`config.mk`:
```
export PLATFORM = sky130hd
export DESIGN_NAME = dcache_refill_ctrl_flat
export DESIGN_NICKNAME = d
export VERILOG_FILES = /design/src/rtl/cache_pkg.sv /design/src/rtl/dcache_refill_ctrl_if.sv /design/src/rtl/refill_word_buffer.sv /design/src/rtl/dcache_refill_ctrl.sv /design/src/flat_wrapper.sv
export SDC_FILE = /design/constraint.sdc
export NUM_CORES = 1
export LEC_CHECK = 0
export ABC_AREA = 1
export BUFFER_PORTS_ARGS = -buffer_cell sky130_fd_sc_hd__buf_4
export CAP_MARGIN = 20
export CORE_UTILIZATION = 49
export DETAILED_ROUTE_END_ITERATION = 16
export GPL_ROUTABILITY_DRIVEN = 0
export GPL_TIMING_DRIVEN = 0
export PLACE_DENSITY = 0.77
export REMOVE_ABC_BUFFERS = 1
export SKIP_LAST_GASP = 1
export SYNTH_ARGS = -nofsm -noshare
export SYNTH_HDL_FRONTEND = slang
export SYNTH_SLANG_ARGS = --single-unit
```
`constraint.sdc`:
```
create_clock -name clk -period 3.9 [get_ports clk]
set_input_delay 0.195 -clock clk [delete_from_list [all_inputs] [get_ports clk]]
set_output_delay 0.195 -clock clk [all_outputs]
set_load 0.02 [all_outputs]
```
`src/rtl/cache_pkg.sv`:
```
// ----------------------------------------------------------------------------
// cache_pkg
//   Shared definitions for the data-cache miss handler.
//   - Default cache geometry (address width, word width, words per block)
//   - WORD_BYTES : bytes per memory word
//   - refill_state_t : 2-bit refill FSM state encoding
//   - blk_base() : clears the byte-within-block offset of an address
// ----------------------------------------------------------------------------
package cache_pkg;

  localparam int CACHE_ADDR_WIDTH      = 32;
  localparam int CACHE_DATA_WIDTH      = 32;
  localparam int CACHE_WORDS_PER_BLOCK = 4;

  localparam int WORD_BYTES     = CACHE_DATA_WIDTH / 8;
  localparam int BLOCK_OFF_BITS = $clog2(CACHE_WORDS_PER_BLOCK * WORD_BYTES);

  typedef enum logic [1:0] {
    ST_IDLE  = 2'd0,
    ST_WB    = 2'd1,
    ST_FETCH = 2'd2,
    ST_FILL  = 2'd3
  } refill_state_t;

  // Block-aligned base of a byte address.
  function automatic logic [CACHE_ADDR_WIDTH-1:0] blk_base(
    input logic [CACHE_ADDR_WIDTH-1:0] addr
  );
    logic [CACHE_ADDR_WIDTH-1:0] mask;
    mask = '1;
    mask = mask << BLOCK_OFF_BITS;
    return addr & mask;
  endfunction

endpackage

```
`src/rtl/dcache_refill_ctrl_if.sv`:
```
// ----------------------------------------------------------------------------
// dcache_refill_ctrl_if
//   Word-serial memory bus between the refill controller (master) and main
//   memory (slave).
//   Signals:
//     mem_read / mem_write  strobes, never high together
//     mem_addr              word-aligned byte address
//     mem_writedata         write data
//     mem_readdata          read data, valid when mem_ack=1
//     mem_ack               transfer completes on the rising edge where it is 1
//
//   Handshake: the master raises one strobe and holds strobe, mem_addr and
//   mem_writedata stable until a rising edge with mem_ack=1; that edge
//   completes the transfer. The strobe may stay high for the next word
//   (back-to-back). mem_ack has no meaning while both strobes are low.
// ----------------------------------------------------------------------------
interface dcache_refill_ctrl_if #(
  parameter int ADDR_WIDTH = 32,
  parameter int DATA_WIDTH = 32
);

  logic                  mem_read;
  logic                  mem_write;
  logic [ADDR_WIDTH-1:0] mem_addr;
  logic [DATA_WIDTH-1:0] mem_writedata;
  logic [DATA_WIDTH-1:0] mem_readdata;
  logic                  mem_ack;

  modport master (
    output mem_read, mem_write, mem_addr, mem_writedata,
    input  mem_readdata, mem_ack
  );

  modport slave (
    input  mem_read, mem_write, mem_addr, mem_writedata,
    output mem_readdata, mem_ack
  );

endinterface

```
`src/rtl/refill_word_buffer.sv`:
```
// ----------------------------------------------------------------------------
// refill_word_buffer
//   WORDS x DATA_WIDTH register file collecting the words of a block being
//   fetched.
//   Ports:
//     clk, reset  clock, synchronous active-high reset (clears all words)
//     we          write enable for one word
//     waddr       word index written
//     wdata       word written
//     rd_flat     all words, word i at bits [i*DATA_WIDTH +: DATA_WIDTH]
// ----------------------------------------------------------------------------
module refill_word_buffer #(
  parameter int WORDS      = 4,
  parameter int DATA_WIDTH = 32,
  localparam int IDXW      = $clog2(WORDS)
) (
  input  logic                        clk,
  input  logic                        reset,
  input  logic                        we,
  input  logic [IDXW-1:0]             waddr,
  input  logic [DATA_WIDTH-1:0]       wdata,
  output logic [WORDS*DATA_WIDTH-1:0] rd_flat
);

  logic [DATA_WIDTH-1:0] word_q [WORDS];

  always_ff @(posedge clk) begin
    if (reset) begin
      for (int i = 0; i < WORDS; i++) word_q[i] <= '0;
    end else if (we) begin
      word_q[waddr] <= wdata;
    end
  end

  for (genvar g = 0; g < WORDS; g++) begin : g_flat
    assign rd_flat[g*DATA_WIDTH +: DATA_WIDTH] = word_q[g];
  end

endmodule

```
`src/rtl/dcache_refill_ctrl.sv`:
```
// ----------------------------------------------------------------------------
// dcache_refill_ctrl
//   Miss handler behind the set-associative data cache. On a miss it writes
//   back a dirty victim block word by word, fetches the missing block word by
//   word, and returns the whole block to the cache in a one-cycle fill pulse.
//   Ports:
//     clk, reset               clock, synchronous active-high reset
//     miss_valid, miss_addr    refill request (level) and missing byte address
//     victim_dirty/addr/data   victim block to write back when dirty
//     miss_busy                stall to the cache while a miss is in service
//     fill_valid/addr/data     one-cycle fill of the refilled block
//     crit_valid, crit_data    early-restart word (REFILL_CRITICAL_WORD_FIRST_EN only)
//     dbg_state                current FSM state
//     mem                      memory bus, master side
//   Build option: define REFILL_CRITICAL_WORD_FIRST_EN to fetch starting at
//   the missed word (wrapping) and to add the crit_* outputs.
// ----------------------------------------------------------------------------
module dcache_refill_ctrl
  import cache_pkg::*;
#(
  parameter int ADDR_WIDTH      = CACHE_ADDR_WIDTH,
  parameter int DATA_WIDTH      = CACHE_DATA_WIDTH,
  parameter int WORDS_PER_BLOCK = CACHE_WORDS_PER_BLOCK
) (
  input  logic                                  clk,
  input  logic                                  reset,
  input  logic                                  miss_valid,
  input  logic [ADDR_WIDTH-1:0]                 miss_addr,
  input  logic                                  victim_dirty,
  input  logic [ADDR_WIDTH-1:0]                 victim_addr,
  input  logic [WORDS_PER_BLOCK*DATA_WIDTH-1:0] victim_data,
  output logic                                  miss_busy,
  output logic                                  fill_valid,
  output logic [ADDR_WIDTH-1:0]                 fill_addr,
  output logic [WORDS_PER_BLOCK*DATA_WIDTH-1:0] fill_data,
`ifdef REFILL_CRITICAL_WORD_FIRST_EN
  output logic                                  crit_valid,
  output logic [DATA_WIDTH-1:0]                 crit_data,
`endif
  output refill_state_t                         dbg_state,
  dcache_refill_ctrl_if.master                  mem
);

  localparam int IDXW       = $clog2(WORDS_PER_BLOCK);
  localparam int WORD_SHIFT = $clog2(DATA_WIDTH / 8);
  localparam logic [IDXW-1:0] LAST_IDX = IDXW'(WORDS_PER_BLOCK - 1);

  refill_state_t state_q, state_d;
  logic [IDXW-1:0] cnt_q, cnt_d;

  logic [ADDR_WIDTH-1:0]                 base_q;
  logic [ADDR_WIDTH-1:0]                 victim_base_q;
  logic [WORDS_PER_BLOCK*DATA_WIDTH-1:0] victim_q;
  logic [WORDS_PER_BLOCK*DATA_WIDTH-1:0] fill_data_q;
  logic [WORDS_PER_BLOCK*DATA_WIDTH-1:0] buf_flat;
  logic [WORDS_PER_BLOCK*DATA_WIDTH-1:0] fill_next;

  logic            accept;
  logic            fetch_ack;
  logic            last_fetch;
  logic [IDXW-1:0] fetch_idx;

  function automatic logic [ADDR_WIDTH-1:0] word_off(input logic [IDXW-1:0] idx);
    return ADDR_WIDTH'(idx) << WORD_SHIFT;
  endfunction

  assign accept     = (state_q == ST_IDLE) && miss_valid;
  assign fetch_ack  = (state_q == ST_FETCH) && mem.mem_ack;
  assign last_fetch = fetch_ack && (cnt_q == LAST_IDX);

`ifdef REFILL_CRITICAL_WORD_FIRST_EN
  logic [IDXW-1:0]       start_q;
  logic                  crit_valid_q;
  logic [DATA_WIDTH-1:0] crit_data_q;
  // cnt_q counts completed transfers; the word index wraps in IDXW bits.
  assign fetch_idx  = cnt_q + start_q;
  assign crit_valid = crit_valid_q;
  assign crit_data  = crit_data_q;
`else
  assign fetch_idx  = cnt_q;
`endif

  // ---------------- FSM: state register ----------------
  always_ff @(posedge clk) begin
    if (reset) begin
      state_q <= ST_IDLE;
      cnt_q   <= '0;
    end else begin
      state_q <= state_d;
      cnt_q   <= cnt_d;
    end
  end

  // ---------------- FSM: next state and bus outputs ----------------
  always_comb begin
    state_d           = state_q;
    cnt_d             = cnt_q;
    mem.mem_read      = 1'b0;
    mem.mem_write     = 1'b0;
    mem.mem_addr      = '0;
    mem.mem_writedata = '0;
    case (state_q)
      ST_IDLE: begin
        if (miss_valid) begin
          state_d = victim_dirty ? ST_WB : ST_FETCH;
          cnt_d   = '0;
        end
      end
      ST_WB: begin
        mem.mem_write     = 1'b1;
        mem.mem_addr      = victim_base_q | word_off(cnt_q);
        mem.mem_writedata = victim_q[int'(cnt_q)*DATA_WIDTH +: DATA_WIDTH];
        if (mem.mem_ack) begin
          if (cnt_q == LAST_IDX) begin
            state_d = ST_FETCH;
            cnt_d   = '0;
          end else begin
            cnt_d = cnt_q + IDXW'(1);
          end
        end
      end
      ST_FETCH: begin
        mem.mem_read = 1'b1;
        mem.mem_addr = base_q | word_off(fetch_idx);
        if (mem.mem_ack) begin
          if (cnt_q == LAST_IDX) begin
            state_d = ST_FILL;
            cnt_d   = '0;
          end else begin
            cnt_d = cnt_q + IDXW'(1);
          end
        end
      end
      ST_FILL: state_d = ST_IDLE;
      default: state_d = ST_IDLE;
    endcase
  end

  // Final word is merged in directly so the fill register is ready on the
  // same edge the FSM enters FILL.
  always_comb begin
    fill_next = buf_flat;
    fill_next[int'(fetch_idx)*DATA_WIDTH +: DATA_WIDTH] = mem.mem_readdata;
  end

  // ---------------- capture and fill registers ----------------
  always_ff @(posedge clk) begin
    if (reset) begin
      base_q        <= '0;
      victim_base_q <= '0;
      victim_q      <= '0;
      fill_data_q   <= '0;
    end else begin
      if (accept) begin
        base_q        <= blk_base(miss_addr);
        victim_base_q <= blk_base(victim_addr);
        victim_q      <= victim_data;
      end
      if (last_fetch) fill_data_q <= fill_next;
    end
  end

`ifdef REFILL_CRITICAL_WORD_FIRST_EN
  always_ff @(posedge clk) begin
    if (reset) begin
      start_q      <= '0;
      crit_valid_q <= 1'b0;
      crit_data_q  <= '0;
    end else begin
      if (accept) start_q <= miss_addr[WORD_SHIFT +: IDXW];
      crit_valid_q <= fetch_ack && (cnt_q == '0);
      if (fetch_ack && (cnt_q == '0)) crit_data_q <= mem.mem_readdata;
    end
  end
`endif

  refill_word_buffer #(
    .WORDS      (WORDS_PER_BLOCK),
    .DATA_WIDTH (DATA_WIDTH)
  ) u_buf (
    .clk     (clk),
    .reset   (reset),
    .we      (fetch_ack),
    .waddr   (fetch_idx),
    .wdata   (mem.mem_readdata),
    .rd_flat (buf_flat)
  );

  assign miss_busy  = (state_q != ST_IDLE);
  assign fill_valid = (state_q == ST_FILL);
  assign fill_addr  = base_q;
  assign fill_data  = fill_data_q;
  assign dbg_state  = state_q;

endmodule

```
`src/flat_wrapper.sv`:
```
// flat-port wrapper written by rule: the top's interface ports become plain ports
module dcache_refill_ctrl_flat import cache_pkg::*;
#(
  parameter int ADDR_WIDTH      = CACHE_ADDR_WIDTH,
  parameter int DATA_WIDTH      = CACHE_DATA_WIDTH,
  parameter int WORDS_PER_BLOCK = CACHE_WORDS_PER_BLOCK
)
  (clk, reset, miss_valid, miss_addr, victim_dirty, victim_addr, victim_data, miss_busy, fill_valid, fill_addr, fill_data, dbg_state, mem_mem_read, mem_mem_write, mem_mem_addr, mem_mem_writedata, mem_mem_readdata, mem_mem_ack);
  dcache_refill_ctrl_if #(.ADDR_WIDTH(ADDR_WIDTH), .DATA_WIDTH(DATA_WIDTH)) mem_i ();
  input  logic clk;
  input  logic reset;
  input  logic miss_valid;
  input  logic [ADDR_WIDTH-1:0] miss_addr;
  input  logic victim_dirty;
  input  logic [ADDR_WIDTH-1:0] victim_addr;
  input  logic [WORDS_PER_BLOCK*DATA_WIDTH-1:0] victim_data;
  output logic miss_busy;
  output logic fill_valid;
  output logic [ADDR_WIDTH-1:0] fill_addr;
  output logic [WORDS_PER_BLOCK*DATA_WIDTH-1:0] fill_data;
  output refill_state_t dbg_state;
  output wire logic [$bits(mem_i.mem_read)-1:0] mem_mem_read;
  output wire logic [$bits(mem_i.mem_write)-1:0] mem_mem_write;
  output wire logic [$bits(mem_i.mem_addr)-1:0] mem_mem_addr;
  output wire logic [$bits(mem_i.mem_writedata)-1:0] mem_mem_writedata;
  input wire logic [$bits(mem_i.mem_readdata)-1:0] mem_mem_readdata;
  input wire logic [$bits(mem_i.mem_ack)-1:0] mem_mem_ack;
  assign mem_mem_read = mem_i.mem_read;
  assign mem_mem_write = mem_i.mem_write;
  assign mem_mem_addr = mem_i.mem_addr;
  assign mem_mem_writedata = mem_i.mem_writedata;
  assign mem_i.mem_readdata = mem_mem_readdata;
  assign mem_i.mem_ack = mem_mem_ack;
  dcache_refill_ctrl #(.ADDR_WIDTH(ADDR_WIDTH), .DATA_WIDTH(DATA_WIDTH), .WORDS_PER_BLOCK(WORDS_PER_BLOCK)) u_core (.clk(clk), .reset(reset), .miss_valid(miss_valid), .miss_addr(miss_addr), .victim_dirty(victim_dirty), .victim_addr(victim_addr), .victim_data(victim_data), .miss_busy(miss_busy), .fill_valid(fill_valid), .fill_addr(fill_addr), .fill_data(fill_data), .dbg_state(dbg_state), .mem(mem_i));
endmodule
```
==> results.toml <==
[status]
outcome = "complete, no violations"

[sta]
period_share_pct = 94.7
timing.final.hold_violations = 0
whs_ns = 0.0326
max_freq_mhz = 271
slew_headroom_pct = 30.1
tightest_slew_ns = 1.05
rsz0062_at_grt = "no"
period_minus_slack_ns = 3.69
setup_viol = 0
clock_skew_ns = 0.0127
finalMaxSlewViolations = 0

[critical_path]
crit_family = "buffers and inverters"
timing_worst_setup_path_type = "register to register"
crit_path_top_delay_cell = "ha_2"
crit_chain = "inv_2 > ha_2 > inv_1 > nor2_4 > nand3_1 > a21oi_1"
endpoint_kind = "register"
path_buf_inv = 2
required_ns = 4.40
worst_setup_path_start_kind = "register"
critPathMaxStageDelay_ns = 0.87
critical_path_arrival_ns = 4.19
worst-path-max-fanout = 47

[synth]
ys_warn_count = 0
ys_types = 25
synth.cell_area_mm2 = 0.0193
synthArstFlopShare_pct = 0
synthCells = 2599
synth_edf_count = 128
synth_seq_cells = 444
synth_flop_cell = "dfxtp_1"
avgSynthCellArea_um2 = 7.42
ys_seq_area_share_pct = 52.7

[global_routing]
grt_pass1_wl_um = 108000
grt_pass1_vias = 20100
grt_max_degree = 147
grt_util_all_layers_pct = 33.5
antenna_found_initial = 3
overflow = 0

[drt]
first_pass_iters = 9
wire_per_inst_um = 18.7
drc = 0
ant_nets = 0
initialDrtViolationCount = 2162
via_per_inst = 5.51
num_vias = 20400
drt-total-wl_um = 69400

[floorplanning]
die_x_um = 200
io_pins = 459
rows = 72
die_h_um = 200
core_mm2 = 0.0387
die_area_mm2 = 0.0402
start_util_pct = 49.8

[layout]
area_growth_syn_to_layout_pct = 39.0
fin_area_mm2 = 0.0268
drive_gt1_share_pct = 17.8
nNetsFinal = 3386
nFillCells = 2838
stdcell_count = 3705
post-route-util_pct = 69.3
ff_latch_area_mm2 = 0.0102
multiInputGateArea_mm2 = 0.00766

[placed_design]
dpl.cell_count = 3397
place_area_mm2 = 0.0231
hpwl_um = 38600
port_buffers = 444

[clocking]
clock_latency_ns = 0.58
cts.sinks = 444
cts_tree = "built"
cts_buffer_depth = 3
path_clk_slew_ns = 0.06
cts.htree.levels = 2
cts_inserted_buffers = 47
cts-root-buf = "clkbuf_16"

[power]
irDropWorstVdd_v = 0.000422
clock_power_share_pct = 29.4
power_switching_mw = 5.38
power_frac_seq_pct = 39.3
combPwrFrac_pct = 31.3
internal_power_mw = 9.53
p_leak_nw = 11.8
netSwitchingFraction_pct = 36.1
cellPowerDensity_mw_per_mm2 = 556

[hold_path]
hold_class = "input pin to register"

[run]
cap_violations = 0
cell type report:
cell class | instances | share of cell area [%]
sequential | 444 | 37.9
multi-input combinational | 1760 | 28.6
timing repair buffer | 685 | 22.6
clock buffer | 67 | 5.01
inverter | 208 | 2.95
tap | 518 | 2.42
clock inverter | 20 | 0.541
antenna | 3 | 0.0280
power by group through the flow:
| stage | clock network [mW] | registers [mW] | logic [mW] |
|---|---|---|---|
| floorplan | 0 | 5.98 | 2.29 |
| global route | 4.63 | 5.91 | 5.01 |
| finish | 4.39 | 5.86 | 4.66 |
| global placement | 0 | 5.98 | 3.85 |
| CTS | 4.42 | 5.80 | 4.36 |
| detailed placement | 0 | 5.89 | 4.13 |
stage by stage:
step,setup slack (ns),setup TNS [ns],power [mW]
after CTS,-0.0818,-0.855,14.6
after floorplan,-3.53,-1359.38,8.27
after global placement,-12.33,-4244.33,9.82
after global routing,0.0515,0,15.5
after detailed placement,-0.433,-29.39,10.0
final,0.205,0,14.9
cell usage in the layout (no fill, tap or decap), types with 7 or more instances in the layout:
master,synthesis,routed
nor2_1,922,921
buf_4,7,444
o21ai_0,390,390
dfxtp_1,316,314
dlygate4sd3_1,0,216
inv_1,202,202
nand2_1,174,166
a21oi_1,158,158
edfxtp_1,128,128
nand3_1,67,67
clkbuf_16,0,49
o21ai_1,21,21
clkbuf_1,101,13
buf_16,0,12
clkinv_2,0,10
buf_12,0,7
worst reg2reg max path, stage by stage, from the launching register on:
cell and delay, ns:
dfxtp_4 0.58, inv_2 0.82, ha_2 0.88, inv_1 0.21, nor2_4 0.72, nand3_1 0.24
a21oi_1 0.18
state kept, by name, summed over array words and instances, names as in the netlist:
name                  count
u_core.fill_data        128
u_core.u_buf.word_q     128
u_core.victim_q         128
u_core.fill_addr         28
u_core.victim_base_q     28
u_core.cnt_q              2
u_core.dbg_state          2
layer usage:
| metal | part of all wire (%) | track usage, % | vias up |
|---|---|---|---|
| met5 | 0 | 0 | - |
| met4 | 5.3 | 18.0 | 0 |
| met3 | 9.8 | 7.79 | 293 |
| met2 | 47 | 55.5 | 1225 |
| met1 | 38 | 40.6 | 9543 |
| li1 | - | - | 9351 |
cells in the mapped netlist (2+ instances only):
library cell	instances	area, um2
o21ai_0	390	1950
buf_4	7	52.6
nor3_1	2	10.0
nor2_2	2	12.5
nor2_1	922	3460
buf_1	13	48.8
dfxtp_1	316	6330
ha_1	11	138
nand2_1	174	653
o21ai_1	21	105
clkbuf_1	101	379
a21oi_1	158	791
nand3_1	67	335
edfxtp_1	128	3840
buf_2	72	360
inv_1	202	758
inv_2	5	18.8
repair_timing:
item                       4_1_cts  5_1_grt
cloned                           1        0
hold endpoints to repair       252        0
gates resized for setup          5        3
setup endpoints to repair       96      141
hold buffers                   216        0
buffers inserted                 0        0
pin swaps                        1        0
path summary, 6_finish.rpt:
| path | startpoint | slack [ns] | cells after the start | end |
|---|---|---|---|---|
| max | u_core.cnt_q[0] | 0.21 | 6 | u_core.fill_data[89] |
| min | mem_mem_ack | 0.03 | 4 | u_core.cnt_q[1] |
| max reg2reg | u_core.cnt_q[0] | 0.21 | 6 | u_core.fill_data[89] |
| min reg2reg | u_core.victim_q[33] | 0.45 | 2 | u_core.victim_q[33] |
kinds of logic (layout without fill, tap and decap cells):
| kind of cell | count (synthesis) | count (layout) | synth area share, % |
|---|---|---|---|
| compound gates | 571 | 571 | 14.8 |
| fa+ha+maj | 11 | 11 | 0.713 |
| buf+inv | 401 | 980 | 8.40 |
| flops | 444 | 444 | 52.7 |
| other cells | 1 | 9 | 0.0194 |
| simple gates | 1171 | 1172 | 23.3 |
Power figures use the tool's default switching activity.
